### src/rtl/traffic_pkg.sv
// Shared state codes and lamp bit positions for the intersection controller.
package traffic_pkg;

  localparam logic [2:0] ST_A_GREEN  = 3'd0;
  localparam logic [2:0] ST_A_ORANGE = 3'd1;
  localparam logic [2:0] ST_RED_AB   = 3'd2;
  localparam logic [2:0] ST_B_GREEN  = 3'd3;
  localparam logic [2:0] ST_B_ORANGE = 3'd4;
  localparam logic [2:0] ST_RED_BA   = 3'd5;
  localparam logic [2:0] ST_FLASH    = 3'd6;

  typedef enum logic [2:0] {
    A_GREEN  = ST_A_GREEN,
    A_ORANGE = ST_A_ORANGE,
    RED_AB   = ST_RED_AB,
    B_GREEN  = ST_B_GREEN,
    B_ORANGE = ST_B_ORANGE,
    RED_BA   = ST_RED_BA,
    FLASH    = ST_FLASH
  } state_e;

  // Bit positions inside a road's {r, o, g} lamp vector.
  localparam int LAMP_R = 2;
  localparam int LAMP_O = 1;
  localparam int LAMP_G = 0;

endpackage

### src/rtl/tick_prescaler.sv
// Free-running divider: one-clk tick pulse every TICK_DIV clocks.
module tick_prescaler #(
  parameter int unsigned TICK_DIV = 50000000
) (
  input  logic clk,
  input  logic rst_n,
  output logic tick
);

  localparam int unsigned CW = (TICK_DIV > 1) ? $clog2(TICK_DIV) : 1;
  localparam logic [CW-1:0] LAST = CW'(TICK_DIV - 1);

  logic [CW-1:0] cnt_q, cnt_d;

  always_comb begin
    cnt_d = cnt_q + 1'b1;
    if (cnt_q == LAST) cnt_d = '0;
  end

  always_ff @(posedge clk or negedge rst_n) begin
    if (!rst_n) cnt_q <= '0;
    else        cnt_q <= cnt_d;
  end

  assign tick = (cnt_q == LAST);

endmodule

### src/rtl/traffic_light_ctrl.sv
// Timed two-road intersection FSM: min green, gap-out/max-out, orange,
// all-red clearance and a flashing-orange maintenance mode.
module traffic_light_ctrl
  import traffic_pkg::*;
#(
  parameter int unsigned TICK_DIV  = 50000000,
  parameter int unsigned CNT_W     = 8,
  parameter int unsigned MIN_GREEN = 5,
  parameter int unsigned MAX_GREEN = 20,
  parameter int unsigned ORANGE_T  = 3,
  parameter int unsigned ALLRED_T  = 1
) (
  input  logic       clk,
  input  logic       rst_n,
  input  logic       en,
  input  logic       sa1,
  input  logic       sa2,
  input  logic       sb1,
  input  logic       sb2,
  output logic       a_r,
  output logic       a_o,
  output logic       a_g,
  output logic       b_r,
  output logic       b_o,
  output logic       b_g,
  output logic [2:0] state_o
);

  localparam logic [CNT_W-1:0] MIN_M1 = CNT_W'(MIN_GREEN - 1);
  localparam logic [CNT_W-1:0] MAX_M1 = CNT_W'(MAX_GREEN - 1);
  localparam logic [CNT_W-1:0] ORG_M1 = CNT_W'(ORANGE_T - 1);
  localparam logic [CNT_W-1:0] ARD_M1 = CNT_W'(ALLRED_T - 1);
  localparam logic [CNT_W-1:0] T_SAT  = {CNT_W{1'b1}};

  // The enable is carried inverted so that the all-zero reset value of the
  // synchroniser means normal operation rather than an instant flash.
  logic [4:0] sync1_q, sync2_q;
  logic       flash_req, demand_a, demand_b, tick;

  always_ff @(posedge clk or negedge rst_n) begin
    if (!rst_n) begin
      sync1_q <= '0;
      sync2_q <= '0;
    end else begin
      sync1_q <= {~en, sa1, sa2, sb1, sb2};
      sync2_q <= sync1_q;
    end
  end

  assign flash_req = sync2_q[4];
  assign demand_a  = sync2_q[3] | sync2_q[2];
  assign demand_b  = sync2_q[1] | sync2_q[0];

  tick_prescaler #(.TICK_DIV(TICK_DIV)) u_prescaler (
    .clk  (clk),
    .rst_n(rst_n),
    .tick (tick)
  );

  state_e           state_q, state_d;
  logic [CNT_W-1:0] timer_q, timer_d;
  logic             blink_q, blink_d;

  always_comb begin
    state_d = state_q;
    if (flash_req) begin
      state_d = FLASH;
    end else begin
      case (state_q)
        A_GREEN:
          if (tick && timer_q >= MIN_M1 && demand_b && (!demand_a || timer_q >= MAX_M1))
            state_d = A_ORANGE;
        A_ORANGE: if (tick && timer_q == ORG_M1) state_d = RED_AB;
        RED_AB:   if (tick && timer_q == ARD_M1) state_d = B_GREEN;
        B_GREEN:
          if (tick && timer_q >= MIN_M1 && demand_a && (!demand_b || timer_q >= MAX_M1))
            state_d = B_ORANGE;
        B_ORANGE: if (tick && timer_q == ORG_M1) state_d = RED_BA;
        RED_BA:   if (tick && timer_q == ARD_M1) state_d = A_GREEN;
        // Leaving maintenance through RED_BA hands the next green to road A.
        FLASH:    state_d = RED_BA;
        default:  state_d = RED_BA;
      endcase
    end
  end

  always_comb begin
    timer_d = timer_q;
    if (state_d != state_q)          timer_d = '0;
    else if (tick && timer_q != T_SAT) timer_d = timer_q + 1'b1;
  end

  // Held at zero outside FLASH, so every flash period starts dark.
  always_comb begin
    blink_d = blink_q;
    if (state_q != FLASH) blink_d = 1'b0;
    else if (tick)        blink_d = ~blink_q;
  end

  always_ff @(posedge clk or negedge rst_n) begin
    if (!rst_n) begin
      state_q <= A_GREEN;
      timer_q <= '0;
      blink_q <= 1'b0;
    end else begin
      state_q <= state_d;
      timer_q <= timer_d;
      blink_q <= blink_d;
    end
  end

  logic [2:0] lamp_a, lamp_b;

  always_comb begin
    lamp_a = '0;
    lamp_b = '0;
    case (state_q)
      A_GREEN:  begin lamp_a[LAMP_G] = 1'b1; lamp_b[LAMP_R] = 1'b1; end
      A_ORANGE: begin lamp_a[LAMP_O] = 1'b1; lamp_b[LAMP_R] = 1'b1; end
      B_GREEN:  begin lamp_a[LAMP_R] = 1'b1; lamp_b[LAMP_G] = 1'b1; end
      B_ORANGE: begin lamp_a[LAMP_R] = 1'b1; lamp_b[LAMP_O] = 1'b1; end
      FLASH:    begin lamp_a[LAMP_O] = blink_q; lamp_b[LAMP_O] = blink_q; end
      default:  begin lamp_a[LAMP_R] = 1'b1; lamp_b[LAMP_R] = 1'b1; end
    endcase
  end

  assign {a_r, a_o, a_g} = {lamp_a[LAMP_R], lamp_a[LAMP_O], lamp_a[LAMP_G]};
  assign {b_r, b_o, b_g} = {lamp_b[LAMP_R], lamp_b[LAMP_O], lamp_b[LAMP_G]};
  assign state_o = state_q;

endmodule
### config.mk
export PLATFORM = sky130hd
export DESIGN_NAME = traffic_light_ctrl
export DESIGN_NICKNAME = d
export VERILOG_FILES = /design/src/rtl/traffic_pkg.sv /design/src/rtl/tick_prescaler.sv /design/src/rtl/traffic_light_ctrl.sv
export SDC_FILE = /design/constraint.sdc
export NUM_CORES = 1
export LEC_CHECK = 0
export ABC_AREA = 1
export CORE_MARGIN = 2
export CORE_UTILIZATION = 40
export DETAILED_ROUTE_END_ITERATION = 7
export HOLD_SLACK_MARGIN = 0.02
export PLACE_DENSITY = 0.6
export SLEW_MARGIN = 5
export SYNTH_ARGS = -nofsm -noshare
export SYNTH_HDL_FRONTEND = slang
export SYNTH_SLANG_ARGS = --single-unit
### constraint.sdc
create_clock -name clk -period 1.8 [get_ports clk]
set_input_delay 0.45 -clock clk [delete_from_list [all_inputs] [get_ports clk]]
set_output_delay 0.45 -clock clk [all_outputs]
set_load 0.05 [all_outputs]
==> flow_results.xml, run 1 <==
<?xml version="1.0" encoding="UTF-8"?>
<metrics>
  <group name="layout">
    <metric name="layoutNonFillerInstCount" unit="">530</metric>
    <metric name="fin_nets" unit="">463</metric>
    <metric name="area.growth.synth_to_final" unit="%">54.00</metric>
    <metric name="fraction_of_final_layout_cells_sized_beyond_drive_strength_1" unit="%">43.27</metric>
    <metric name="utilization_after_layout" unit="%">64.53</metric>
    <metric name="final_area" unit="um^2">4168</metric>
    <metric name="insertedDiodeCount" unit="">0</metric>
  </group>
  <group name="status">
    <metric name="status" unit="">finished with violations</metric>
    <metric name="violations" unit="">negative setup slack</metric>
  </group>
  <group name="yosys">
    <metric name="yosys.area_share.simple" unit="%">34.49</metric>
    <metric name="synth_xor_area_share" unit="%">5.178</metric>
    <metric name="netlist_area" unit="um^2">2706</metric>
    <metric name="synth_nets" unit="">362</metric>
    <metric name="synth_top_cell_area_share" unit="%">44.38</metric>
    <metric name="synthDistinctLibCells" unit="">29</metric>
    <metric name="avgSynthCellArea" unit="um^2">7.710</metric>
    <metric name="synth_compound_area_share" unit="%">5.825</metric>
    <metric name="yosysSeqAreaShare" unit="%">44.38</metric>
    <metric name="synth_top_family_by_area" unit="">simple AND/OR/NAND/NOR gates</metric>
    <metric name="synthCells" unit="">351</metric>
    <metric name="synth_mux_area_share" unit="%">0</metric>
    <metric name="synth_fa_ha_area_share" unit="%">1.849</metric>
    <metric name="synthTopCellsByArea" unit="">dfrtp_1 (44%), nand2_1 (9.4%), nor2_1 (8.0%)</metric>
    <metric name="ys_seq_elements" unit="">48</metric>
    <metric name="ys.warnings.count" unit="">0</metric>
    <metric name="synth_largest_area_cell" unit="">dfrtp_1</metric>
  </group>
  <group name="routing">
    <metric name="vias_per_cell" unit="">5.140</metric>
    <metric name="drtIter0Drc" unit="">176</metric>
    <metric name="via_count" unit="">2724</metric>
    <metric name="total_routed_length" unit="um">7586</metric>
    <metric name="ant_nets" unit="">0</metric>
    <metric name="first_pass_iters" unit="">5</metric>
    <metric name="route.detailed.drc" unit="">0</metric>
    <metric name="drt-wirelength-per-cell" unit="um">14.31</metric>
  </group>
  <group name="setup_path">
    <metric name="cpMostUsedCell" unit="">nand2_1</metric>
    <metric name="critical_path_class" unit="">reg -&gt; reg</metric>
    <metric name="list_of_cells_traversed_by_the_critical_path" unit="">inv_2, nand2_1, nor2_2, nand2_2, nor2_4, buf_4, nand3_1, nand2_1, nand2_1, nor2_1, nand2_1, nand2_1, nand2_1, nand2_2, nand2_8, nor2_2</metric>
    <metric name="crit_path_max_fanout" unit="">8</metric>
    <metric name="cp.required" unit="ns">2.04</metric>
    <metric name="cp.arrival" unit="ns">2.23</metric>
    <metric name="slowest_stage" unit="">dfrtp_1</metric>
    <metric name="critical_path.max_stage_delay" unit="ns">0.41</metric>
    <metric name="cpLargestDelayFamily" unit="">simple AND/OR/NAND/NOR gates</metric>
    <metric name="timing.critical_path.from_type" unit="">flop</metric>
    <metric name="number_of_buffer_and_inverter_instances_along_the_worst_setup_path" unit="">2</metric>
    <metric name="worstSetupEndpointType" unit="">flop</metric>
  </group>
  <group name="timing">
    <metric name="achievable-frequency" unit="MHz">501.1</metric>
    <metric name="finalCritPeriodShare" unit="%">110.9</metric>
    <metric name="finClkSkew" unit="ns">0.01501</metric>
    <metric name="rsz0062_at_grt" unit="">yes</metric>
    <metric name="timing.max_slew.rel_slack" unit="%">67.02</metric>
    <metric name="fin_crit" unit="ns">1.996</metric>
    <metric name="timing.final.hold_violations" unit="">0</metric>
    <metric name="worst-slew-pin-transition" unit="ns">0.4947</metric>
    <metric name="setup_slack" unit="ns">-0.1956</metric>
    <metric name="slew_violations" unit="">0</metric>
    <metric name="total_setup_violations_reported_at_the_end_of_the_flow" unit="">26</metric>
  </group>
  <group name="run">
    <metric name="timing.max_cap.violations" unit="">0</metric>
  </group>
  <group name="clock_tree">
    <metric name="root_buffer" unit="">clkbuf_8</metric>
    <metric name="htreeDepth" unit="">2</metric>
    <metric name="tritoncts_buffers" unit="">5</metric>
    <metric name="clk_pin_slew" unit="ns">0.10</metric>
    <metric name="clock-sinks" unit="">48</metric>
    <metric name="max-clock-path-buffers" unit="">2</metric>
    <metric name="clock_latency" unit="ns">0.31</metric>
    <metric name="cts_tree" unit="">done</metric>
  </group>
  <group name="die">
    <metric name="die_area" unit="um^2">7440</metric>
    <metric name="initial_core_util" unit="%">41.90</metric>
    <metric name="ios" unit="">16</metric>
    <metric name="design.core.area" unit="um^2">6459</metric>
    <metric name="die_y" unit="um">86.26</metric>
    <metric name="std_cell_rows" unit="">29</metric>
    <metric name="fp.dieW" unit="um">86.26</metric>
  </group>
  <group name="global_routing">
    <metric name="first_global_vias" unit="">2562</metric>
    <metric name="grt_first_pass_wirelength" unit="um">11860</metric>
    <metric name="grt_start_max_net_pins" unit="">21</metric>
    <metric name="antenna_found_initial" unit="">0</metric>
    <metric name="grt.total_usage" unit="%">20.19</metric>
    <metric name="grt_overflow_total" unit="">0</metric>
  </group>
  <group name="power">
    <metric name="worst_ir_drop_vdd" unit="uV">502.4</metric>
    <metric name="power.density" unit="nW/um^2">549.3</metric>
    <metric name="leakagePower" unit="nW">1.992</metric>
  </group>
  <group name="placement">
    <metric name="globalplace.congestion" unit="">0.8866</metric>
    <metric name="detailedPlacementHpwl" unit="um">5051</metric>
    <metric name="placedInstanceArea" unit="um^2">3435</metric>
    <metric name="dpl.cell_count" unit="">490</metric>
    <metric name="placement.io_buffers" unit="">15</metric>
  </group>
  <group name="min_path">
    <metric name="timing.hold.worst.class" unit="">in -&gt; async</metric>
  </group>
</metrics>
==> cells by family (layout without fill, tap and decap cells) <==
| family | after synthesis | after routing |
|---|---|---|
| AND/OR/NAND/NOR | 195 | 195 |
| buffers and inverters | 59 | 161 |
| flip-flops | 48 | 48 |
| AO/OA/AOI/OAI | 29 | 29 |
| XOR/XNOR | 16 | 16 |
| adder cells (fa/ha/maj) | 4 | 4 |
==> per-layer routing <==
| metal | track usage (%) | vias up | part of all wire, % |
|---|---|---|---|
| met5 | 0 | - | 0 |
| met4 | 7.670 | 0 | 2.8 |
| met3 | 3.619 | 22 | 5.3 |
| met2 | 31.22 | 92 | 48 |
| met1 | 28.38 | 1294 | 44 |
| li1 | - | 1316 | - |
==> registers in the layout, summed over array words and instances (netlist names) <==
name / flops
u_prescaler.cnt_q: 26
timer_q: 8
sync1_q: 5
sync2_q: 5
state_o: 3
blink_q: 1
==> worst register-to-register path, delay by kind of cell, from the launching register on <==
kind          cells  cell delay [ns]
flops             1             0.41
buf+inv           2             0.20
simple gates     14             1.33
==> path summary, 6_finish.rpt <==
kind	startpoint	end	slack, ns	cells past startpoint
max reg2reg	u_prescaler.cnt_q[24]$_DFF_PN0_	timer_q[2]$_DFFE_PN0P_	-0.20	16
min reg2reg	sync1_q[3]$_DFF_PN0_	sync2_q[3]$_DFF_PN0_	0.36	0
max	u_prescaler.cnt_q[24]$_DFF_PN0_	timer_q[2]$_DFFE_PN0P_	-0.20	16
min	rst_n	timer_q[6]$_DFFE_PN0P_	0.09	1
min in group clk	sync1_q[3]$_DFF_PN0_	sync2_q[3]$_DFF_PN0_	0.36	0
max in group asynchronous	rst_n	sync1_q[0]$_DFF_PN0_	1.20	2
==> cell usage in the layout (no fill, tap or decap), drive strengths merged <==
master         Yosys  final
buf                2     91
nand2             72     72
nor2              69     69
inv               57     58
dfrtp             48     48
nand3             23     23
xor2              15     15
o21ai             14     14
nand4             12     12
nor3              12     12
a21oi             11     11
clkbuf             0      5
clkdlybuf4s50      0      5
ha                 4      4
and3               3      3
a31oi              2      2
nor4               2      2
o21a               1      1
a31o               1      1
nand3b             1      1
or2                1      1
xnor2              1      1
clkinvlp           0      1
bufinv             0      1
==> layout make-up <==
class	instances	area, um^2
clock buffer	5	68.82
multi-input combinational	244	1639
fill	503	2291
clock inverter	3	46.29
sequential	48	1205
tap	77	96.34
timing repair buffer	96	888.4
inverter	57	224.0
==> synth_stat cells (all sizes together) <==
cell type	count
nand2	72
xnor2	1
nor3	12
or2	1
nor2	69
a31o	1
nand3	23
inv	57
nand3b	1
nor4	2
a31oi	2
and3	3
o21ai	14
nand4	12
ha	4
a21oi	11
o21a	1
buf	2
dfrtp	48
xor2	15
==> power breakdown <==
group | total, mW | switching [mW] | internal, mW
clock network | 0.811 | 0.392 | 0.419
logic | 0.369 | 0.202 | 0.167
registers | 1.11 | 0.0142 | 1.09
==> what timing repair did <==
item / 4_1_cts / 5_1_grt
resized for setup: 39 / 62
hold buffers: 0 / 0
pin swaps: 18 / 35
buffers inserted: 19 / 13
setup endpoints to repair: 15 / 31
==> metrics by stage <==
step	setup TNS [ns]	hold slack, ns	power, mW	setup WS (ns)
floorplan	-2.704	0.1544	1.261	-0.2633
global placement	-0.5975	0.3314	1.401	-0.08443
detailed placement	-1.396	0.3347	1.406	-0.1993
CTS	-1.431	0.1051	2.280	-0.1439
global route	-5.567	0.1156	2.387	-0.3144
finish	-2.861	0.09335	2.289	-0.1956
Note: power is estimated with default switching activity, not from simulation.
==> run 2, diff against run 1 <==
--- a/config.mk
+++ b/config.mk
@@ -5,12 +5,13 @@
 export SDC_FILE = /design/constraint.sdc
 export NUM_CORES = 1
 export LEC_CHECK = 0
-export ABC_AREA = 1
+export ABC_AREA = 0
+export ABC_CLOCK_PERIOD_IN_PS = 1800
 export CORE_MARGIN = 2
 export CORE_UTILIZATION = 40
 export DETAILED_ROUTE_END_ITERATION = 7
 export HOLD_SLACK_MARGIN = 0.02
-export PLACE_DENSITY = 0.6
+export PLACE_DENSITY = 0.61
 export SLEW_MARGIN = 5
 export SYNTH_ARGS = -nofsm -noshare
 export SYNTH_HDL_FRONTEND = slang
==> run 2 against run 1 <==
Against the previous run:
- the flow still finishes with violations (negative setup slack)
- via count fell by 18%
- clock power fell by 4.1%
- hold slack improved by 0.0073 ns
- register-to-register slack got worse by 0.07 ns
- synthesized area fell by 6.4%
- die area fell by 6.1%
- total power fell by 7.4%
- clock-buffer cell count did not move
- critical path type unchanged
==> flow_results.xml, run 2 <==
<?xml version="1.0" encoding="UTF-8"?>
<metrics>
  <group name="status">
    <metric name="status" unit="">finished with violations</metric>
    <metric name="violations" unit="">negative setup slack</metric>
  </group>
  <group name="yosys">
    <metric name="dominantRegCellSynth" unit="">dfrtp_1</metric>
    <metric name="ys_seq_elements" unit="">48</metric>
    <metric name="synth_top_cell_area_share" unit="%">47.41</metric>
    <metric name="synthTopCellsByArea" unit="">dfrtp_1 (47%), xnor2_1 (6.6%), xor2_1 (4.1%)</metric>
    <metric name="synthDistinctLibCells" unit="">46</metric>
    <metric name="netlist_area" unit="um^2">2534</metric>
    <metric name="avgSynthCellArea" unit="um^2">10.05</metric>
    <metric name="synth_nets" unit="">263</metric>
    <metric name="async_reset_ff_share" unit="%">100.0</metric>
    <metric name="ys.warnings.count" unit="">0</metric>
    <metric name="synth.cells.most_frequent" unit="">dfrtp_1 (48), nor2_1 (27), xnor2_1 (19)</metric>
    <metric name="yosys.cell_count.top_type" unit="">dfrtp_1</metric>
    <metric name="yosysSeqAreaShare" unit="%">47.41</metric>
    <metric name="synth_largest_area_cell" unit="">dfrtp_1</metric>
    <metric name="synthCells" unit="">252</metric>
    <metric name="synth_enable_flop_cells" unit="">0</metric>
  </group>
  <group name="timing">
    <metric name="fin_crit" unit="ns">2.062</metric>
    <metric name="timing.max_slew.rel_slack" unit="%">75.11</metric>
    <metric name="slew_violations" unit="">0</metric>
    <metric name="rsz0062_at_grt" unit="">yes</metric>
    <metric name="finClkSkew" unit="ns">0.01647</metric>
    <metric name="total_setup_violations_reported_at_the_end_of_the_flow" unit="">17</metric>
    <metric name="timing.final.hold_violations" unit="">0</metric>
    <metric name="finalCritPeriodShare" unit="%">114.6</metric>
    <metric name="achievable-frequency" unit="MHz">484.9</metric>
    <metric name="setup_slack" unit="ns">-0.2621</metric>
    <metric name="worst-slew-pin-transition" unit="ns">0.3733</metric>
  </group>
  <group name="layout">
    <metric name="final_cell_mix" unit="">buf_4 (74), dfrtp_1 (45), nor2_1 (24)</metric>
    <metric name="layoutNonFillerInstCount" unit="">429</metric>
    <metric name="insertedDiodeCount" unit="">0</metric>
    <metric name="fraction_of_final_layout_cells_sized_beyond_drive_strength_1" unit="%">44.35</metric>
    <metric name="utilization_after_layout" unit="%">65.26</metric>
    <metric name="fin_nets" unit="">364</metric>
    <metric name="final_common_cell" unit="">buf_4</metric>
    <metric name="final_area" unit="um^2">3933</metric>
    <metric name="largest_register_ffs" unit="">26</metric>
    <metric name="max_flop_register" unit="">u_prescaler.cnt_q</metric>
    <metric name="area.growth.synth_to_final" unit="%">55.21</metric>
    <metric name="layout_top_registers" unit="">u_prescaler.cnt_q x26, timer_q x8</metric>
  </group>
  <group name="clock_tree">
    <metric name="clock-sinks" unit="">48</metric>
    <metric name="root_buffer" unit="">clkbuf_8</metric>
    <metric name="cts_tree" unit="">done</metric>
    <metric name="clk_pin_slew" unit="ns">0.10</metric>
    <metric name="htreeDepth" unit="">2</metric>
    <metric name="tritoncts_buffers" unit="">5</metric>
    <metric name="max-clock-path-buffers" unit="">2</metric>
    <metric name="clock_latency" unit="ns">0.31</metric>
    <metric name="hold_buffers" unit="">0</metric>
  </group>
  <group name="setup_path">
    <metric name="list_of_cells_traversed_by_the_critical_path" unit="">nor4bb_1, buf_4, and3_1, and2_1, a21oi_2, o31a_4, nor4b_2</metric>
    <metric name="worst_flop_to_flop_path_endpoint" unit="">timer_q[1]$_DFFE_PN0P_</metric>
    <metric name="cpLargestDelayFamily" unit="">simple AND/OR/NAND/NOR gates</metric>
    <metric name="number_of_buffer_and_inverter_instances_along_the_worst_setup_path" unit="">1</metric>
    <metric name="cp.required" unit="ns">2.03</metric>
    <metric name="timing.reg2reg.worst_path_depth" unit="">7</metric>
    <metric name="regToRegSetupSlack" unit="ns">-0.26</metric>
    <metric name="worstReg2RegStart" unit="">u_prescaler.cnt_q[16]$_DFF_PN0_</metric>
    <metric name="timing.critical_path.from_type" unit="">flop</metric>
    <metric name="worstSetupEndpointType" unit="">flop</metric>
    <metric name="slowest_stage" unit="">dfrtp_1</metric>
    <metric name="critical_path_class" unit="">reg -&gt; reg</metric>
    <metric name="cp.arrival" unit="ns">2.29</metric>
    <metric name="crit_path_max_fanout" unit="">8</metric>
    <metric name="critical_path.max_stage_delay" unit="ns">0.40</metric>
  </group>
  <group name="placement">
    <metric name="pre_cts_slack" unit="ns">-0.3595</metric>
    <metric name="placedInstanceArea" unit="um^2">3436</metric>
    <metric name="detailedPlacementHpwl" unit="um">4425</metric>
    <metric name="dpl.cell_count" unit="">403</metric>
    <metric name="placement.io_buffers" unit="">15</metric>
    <metric name="globalplace.congestion" unit="">0.8937</metric>
  </group>
  <group name="power">
    <metric name="power.switching_fraction" unit="%">23.70</metric>
    <metric name="leakagePower" unit="nW">1.811</metric>
    <metric name="power.density" unit="nW/um^2">538.9</metric>
    <metric name="power_switching" unit="mW">0.5023</metric>
    <metric name="power.share.combinational" unit="%">11.2</metric>
    <metric name="worst_ir_drop_vdd" unit="uV">499.1</metric>
    <metric name="power.internal" unit="mW">1.617</metric>
    <metric name="p_seq_share" unit="%">52.1</metric>
    <metric name="power.share.clock" unit="%">36.7</metric>
    <metric name="report.power.total" unit="mW">2.119</metric>
  </group>
  <group name="routing">
    <metric name="drtIter0Drc" unit="">195</metric>
    <metric name="drt-wirelength-per-cell" unit="um">14.49</metric>
    <metric name="first_pass_iters" unit="">4</metric>
    <metric name="route.detailed.drc" unit="">0</metric>
    <metric name="vias_per_cell" unit="">5.196</metric>
    <metric name="ant_nets" unit="">0</metric>
    <metric name="via_count" unit="">2229</metric>
    <metric name="total_routed_length" unit="um">6217</metric>
  </group>
  <group name="global_routing">
    <metric name="antenna_found_initial" unit="">0</metric>
    <metric name="grt_start_max_net_pins" unit="">30</metric>
    <metric name="grt_first_pass_wirelength" unit="um">10320</metric>
    <metric name="first_global_vias" unit="">2225</metric>
    <metric name="grt_overflow_total" unit="">0</metric>
    <metric name="grt.total_usage" unit="%">18.18</metric>
  </group>
  <group name="die">
    <metric name="ios" unit="">16</metric>
    <metric name="fp.dieW" unit="um">83.59</metric>
    <metric name="die_area" unit="um^2">6986</metric>
    <metric name="initial_core_util" unit="%">42.05</metric>
    <metric name="die_y" unit="um">83.59</metric>
    <metric name="design.core.area" unit="um^2">6026</metric>
    <metric name="std_cell_rows" unit="">28</metric>
  </group>
  <group name="run">
    <metric name="timing.max_cap.violations" unit="">0</metric>
  </group>
  <group name="min_path">
    <metric name="timing.hold.worst.class" unit="">in -&gt; async</metric>
  </group>
</metrics>
## run 2: changes by cell type after synthesis, sizes merged, moves of 6 or more
cell,delta
clkbuf,+6
inv,-48
nand2,-54
nand3,-8
nor2,-42
o21ai,-10
xnor2,+18
## run 2: layout make-up
cell class	instances	area [um^2]
clock buffers	5	68.82
clock inverters	3	42.54
fillers	462	2093
inverters	9	33.78
multi-input cells	187	1548
flip-flops and latches	48	1205
well taps	75	93.84
repair buffers	102	940.9
## run 2: how the worst max path moves through the flow
stage	from	cells after the start	end	slack, ns
6_report	u_prescaler.cnt_q[16]$_DFF_PN0_	7	timer_q[1]$_DFFE_PN0P_	-0.26
3_5_place_dp	u_prescaler.cnt_q[10]$_DFF_PN0_	7	timer_q[2]$_DFFE_PN0P_	-0.36
5_1_grt	u_prescaler.cnt_q[10]$_DFF_PN0_	7	timer_q[1]$_DFFE_PN0P_	-0.36
3_3_place_gp	u_prescaler.cnt_q[8]$_DFF_PN0_	8	timer_q[1]$_DFFE_PN0P_	-0.26
2_1_floorplan	state_o[0]$_DFF_PN0_	6	timer_q[1]$_DFFE_PN0P_	-0.26
4_1_cts	u_prescaler.cnt_q[11]$_DFF_PN0_	6	timer_q[1]$_DFFE_PN0P_	-0.25
## run 2: what timing repair did
| item | 4_1_cts | 5_1_grt |
|---|---|---|
| pin swaps | 10 | 19 |
| setup buffers | 12 | 12 |
| setup endpoints to repair | 22 | 25 |
| gates resized for setup | 25 | 30 |
## run 2: metal layers
layer	vias up	track usage (%)	part of all wire, %
met1	1083	24.31	46
met5	-	0	0
met3	11	2.671	3.6
li1	1088	-	-
met2	47	30.55	48
met4	0	5.425	1.8
## run 2: kinds of logic (layout without fill, tap and decap cells)
group | Yosys count | after routing | synth area share [%]
fa+ha+maj | 4 | 4 | 1.975
simple gates | 120 | 120 | 27.46
flops | 48 | 48 | 47.41
compound gates | 29 | 29 | 8.593
mux | 3 | 3 | 1.185
buf+inv | 17 | 119 | 2.666
xor+xnor | 31 | 31 | 10.72
## run 2: power groups by stage
stage / registers, mW / logic, mW / clock network, mW
after floorplan: 1.13 / 0.0925 / 0
after global placement: 1.12 / 0.195 / 0
after detailed placement: 1.13 / 0.197 / 0
after CTS: 1.10 / 0.227 / 0.804
after global routing: 1.11 / 0.252 / 0.852
final: 1.10 / 0.237 / 0.778
## run 2: per-stage QoR
stage               TNS [ns]  hold WS (ns)
floorplan             -2.172        0.1544
global placement      -2.184        0.3329
detailed placement    -2.910        0.3364
CTS                   -2.200        0.1009
global route          -3.933        0.1192
finish                -2.486        0.1007
==> run 3, diff against run 2 <==
--- a/config.mk
+++ b/config.mk
@@ -12,6 +12,7 @@
 export DETAILED_ROUTE_END_ITERATION = 7
 export HOLD_SLACK_MARGIN = 0.02
 export PLACE_DENSITY = 0.61
+export SKIP_LAST_GASP = 1
 export SLEW_MARGIN = 5
 export SYNTH_ARGS = -nofsm -noshare
 export SYNTH_HDL_FRONTEND = slang
==> run 3 against run 2 <==
Against the previous run:
- the run still ends with negative setup slack left
- critical endpoint unchanged
- clock-buffer cell count unchanged
- highest routed layer unchanged
- critical path type unchanged
- sequential share of layout area unchanged
- first-iteration DRC count down 27%
- sequential cell count unchanged
- hold slack worse by 0.0038 ns
==> flow_results.xml, run 3 (same netlist as run 2, synthesis figures left out) <==
<?xml version="1.0" encoding="UTF-8"?>
<metrics>
  <group name="global_routing">
    <metric name="grt_first_pass_wirelength" unit="um">10290</metric>
    <metric name="grt.total_usage" unit="%">18.13</metric>
    <metric name="grt_start_max_net_pins" unit="">30</metric>
    <metric name="grt_overflow_total" unit="">0</metric>
    <metric name="antenna_found_initial" unit="">0</metric>
    <metric name="first_global_vias" unit="">2216</metric>
  </group>
  <group name="timing">
    <metric name="achievable-frequency" unit="MHz">483.6</metric>
    <metric name="setup_slack" unit="ns">-0.2677</metric>
    <metric name="worst-slew-pin-transition" unit="ns">0.3701</metric>
    <metric name="fin_crit" unit="ns">2.068</metric>
    <metric name="rsz0062_at_grt" unit="">yes</metric>
    <metric name="total_setup_violations_reported_at_the_end_of_the_flow" unit="">16</metric>
    <metric name="finClkSkew" unit="ns">0.01648</metric>
    <metric name="timing.final.hold_violations" unit="">0</metric>
    <metric name="finalCritPeriodShare" unit="%">114.9</metric>
    <metric name="slew_violations" unit="">0</metric>
    <metric name="timing.max_slew.rel_slack" unit="%">75.33</metric>
  </group>
  <group name="status">
    <metric name="violations" unit="">negative setup slack</metric>
    <metric name="status" unit="">finished with violations</metric>
  </group>
  <group name="clock_tree">
    <metric name="cts_tree" unit="">done</metric>
    <metric name="root_buffer" unit="">clkbuf_8</metric>
    <metric name="clk_pin_slew" unit="ns">0.10</metric>
    <metric name="htreeDepth" unit="">2</metric>
    <metric name="max-clock-path-buffers" unit="">2</metric>
    <metric name="clock_latency" unit="ns">0.31</metric>
    <metric name="clock-sinks" unit="">48</metric>
    <metric name="hold_buffers" unit="">0</metric>
    <metric name="tritoncts_buffers" unit="">5</metric>
  </group>
  <group name="die">
    <metric name="design.core.area" unit="um^2">6026</metric>
    <metric name="die_area" unit="um^2">6986</metric>
    <metric name="fp.dieW" unit="um">83.59</metric>
    <metric name="die_y" unit="um">83.59</metric>
    <metric name="ios" unit="">16</metric>
    <metric name="initial_core_util" unit="%">42.05</metric>
    <metric name="std_cell_rows" unit="">28</metric>
  </group>
  <group name="run">
    <metric name="timing.max_cap.violations" unit="">0</metric>
  </group>
  <group name="layout">
    <metric name="fraction_of_final_layout_cells_sized_beyond_drive_strength_1" unit="%">44.35</metric>
    <metric name="layoutNonFillerInstCount" unit="">429</metric>
    <metric name="final_cell_mix" unit="">buf_4 (74), dfrtp_1 (45), nor2_1 (24)</metric>
    <metric name="filler_cells" unit="">464</metric>
    <metric name="layout_top_registers" unit="">u_prescaler.cnt_q x26, timer_q x8</metric>
    <metric name="final_common_cell" unit="">buf_4</metric>
    <metric name="max_flop_register" unit="">u_prescaler.cnt_q</metric>
    <metric name="area.growth.synth_to_final" unit="%">55.21</metric>
    <metric name="insertedDiodeCount" unit="">0</metric>
    <metric name="fin_nets" unit="">364</metric>
    <metric name="largest_register_ffs" unit="">26</metric>
  </group>
  <group name="routing">
    <metric name="route.detailed.drc" unit="">0</metric>
    <metric name="ant_nets" unit="">0</metric>
    <metric name="drtIter0Drc" unit="">143</metric>
    <metric name="drt-wirelength-per-cell" unit="um">14.49</metric>
    <metric name="via_count" unit="">2241</metric>
    <metric name="vias_per_cell" unit="">5.224</metric>
    <metric name="first_pass_iters" unit="">4</metric>
    <metric name="total_routed_length" unit="um">6216</metric>
  </group>
  <group name="power">
    <metric name="p_seq_share" unit="%">52.0</metric>
    <metric name="power.share.clock" unit="%">36.9</metric>
    <metric name="report.power.total" unit="mW">2.125</metric>
    <metric name="power.density" unit="nW/um^2">540.3</metric>
    <metric name="worst_ir_drop_vdd" unit="uV">498.6</metric>
    <metric name="power_switching" unit="mW">0.5076</metric>
    <metric name="power.share.combinational" unit="%">11.2</metric>
    <metric name="leakagePower" unit="nW">1.811</metric>
    <metric name="power.switching_fraction" unit="%">23.89</metric>
    <metric name="power.internal" unit="mW">1.617</metric>
  </group>
  <group name="setup_path">
    <metric name="cp.required" unit="ns">2.03</metric>
    <metric name="cpLargestDelayFamily" unit="">simple AND/OR/NAND/NOR gates</metric>
    <metric name="worstSetupEndpointType" unit="">flop</metric>
    <metric name="timing.critical_path.from_type" unit="">flop</metric>
    <metric name="number_of_buffer_and_inverter_instances_along_the_worst_setup_path" unit="">0</metric>
    <metric name="cp.arrival" unit="ns">2.29</metric>
    <metric name="list_of_cells_traversed_by_the_critical_path" unit="">nor4b_4, nor4b_4, and2_4, o211ai_4, o31a_4, nor4b_2</metric>
    <metric name="slowest_stage" unit="">dfrtp_1</metric>
    <metric name="critical_path_class" unit="">reg -&gt; reg</metric>
    <metric name="critical_path.max_stage_delay" unit="ns">0.41</metric>
    <metric name="crit_path_max_fanout" unit="">8</metric>
    <metric name="cpMostUsedCell" unit="">nor4b_4</metric>
  </group>
  <group name="placement">
    <metric name="pre_cts_slack" unit="ns">-0.3595</metric>
    <metric name="detailedPlacementHpwl" unit="um">4425</metric>
    <metric name="globalplace.congestion" unit="">0.8937</metric>
    <metric name="dpl.cell_count" unit="">403</metric>
    <metric name="placement.io_buffers" unit="">15</metric>
  </group>
  <group name="min_path">
    <metric name="timing.hold.worst.class" unit="">in -&gt; async</metric>
  </group>
</metrics>
## run 3: cell type report
cell class	instances	area [um^2]	area share, %
well taps	75	93.84	2.386
clock inverters	3	42.54	1.082
inverters	9	33.78	0.8591
repair buffers	102	940.9	23.93
multi-input cells	187	1548	39.36
clock buffers	5	68.82	1.750
flip-flops and latches	48	1205	30.64
## run 3: power groups by stage
stage,sequential (mW),clock [mW],combinational [mW]
after floorplan,1.13,0,0.0925
after global placement,1.12,0,0.195
after detailed placement,1.13,0,0.197
after CTS,1.10,0.804,0.226
after global routing,1.11,0.852,0.252
final,1.10,0.784,0.237
## run 3: worst reg2reg max path, stage by stage, from the launching register on
cell and delay [ns]:
dfrtp_1 0.41, nor4b_4 0.29, nor4b_4 0.31, and2_4 0.24
o211ai_4 0.08, o31a_4 0.41, nor4b_2 0.25
## run 3: timing repair
action / 4_1_cts / 5_1_grt
gates resized for setup: 22 / 32
endpoints found under the setup margin: 22 / 25
buffers inserted: 12 / 12
pin swaps: 9 / 19
## run 3: routing by layer
layer / track usage (%) / vias to the layer above / wire (um) / part of all wire (%)
met4: 5.425 / 0 / 114 / 1.8
li1: - / 1092 / - / -
met2: 30.33 / 56 / 3013 / 48
met5: 0 / - / 0 / 0
met1: 24.37 / 1082 / 2850 / 46
met3: 2.671 / 11 / 237 / 3.8
## run 3: worst paths after layout
check / startpoint / to / slack, ns / cells past startpoint
worst max-delay path: u_prescaler.cnt_q[10]$_DFF_PN0_ / timer_q[1]$_DFFE_PN0P_ / -0.27 / 6
worst min-delay path: rst_n / u_prescaler.cnt_q[14]$_DFF_PN0_ / 0.1 / 2
worst max register to register: u_prescaler.cnt_q[10]$_DFF_PN0_ / timer_q[1]$_DFFE_PN0P_ / -0.27 / 6
worst min register to register: sync1_q[3]$_DFF_PN0_ / sync2_q[3]$_DFF_PN0_ / 0.35 / 0
max in group asynchronous: rst_n / u_prescaler.cnt_q[20]$_DFF_PN0_ / 1.36 / 2
min in group clk: sync1_q[3]$_DFF_PN0_ / sync2_q[3]$_DFF_PN0_ / 0.35 / 0
## run 3: metrics by stage
stage | setup TNS, ns | cell area (um^2) | hold WS, ns | utilization (%)
final | -2.443 | 3933 | 0.09685 | 65.26
after global routing | -3.874 | 3933 | 0.1192 | 65.26
after CTS | -2.289 | 3736 | 0.1009 | 62.00
after detailed placement | -2.910 | 3436 | 0.3364 | 57.02
after global placement | -2.184 | 3436 | 0.3329 | 57.02
after floorplan | -2.172 | 2630 | 0.1544 | -
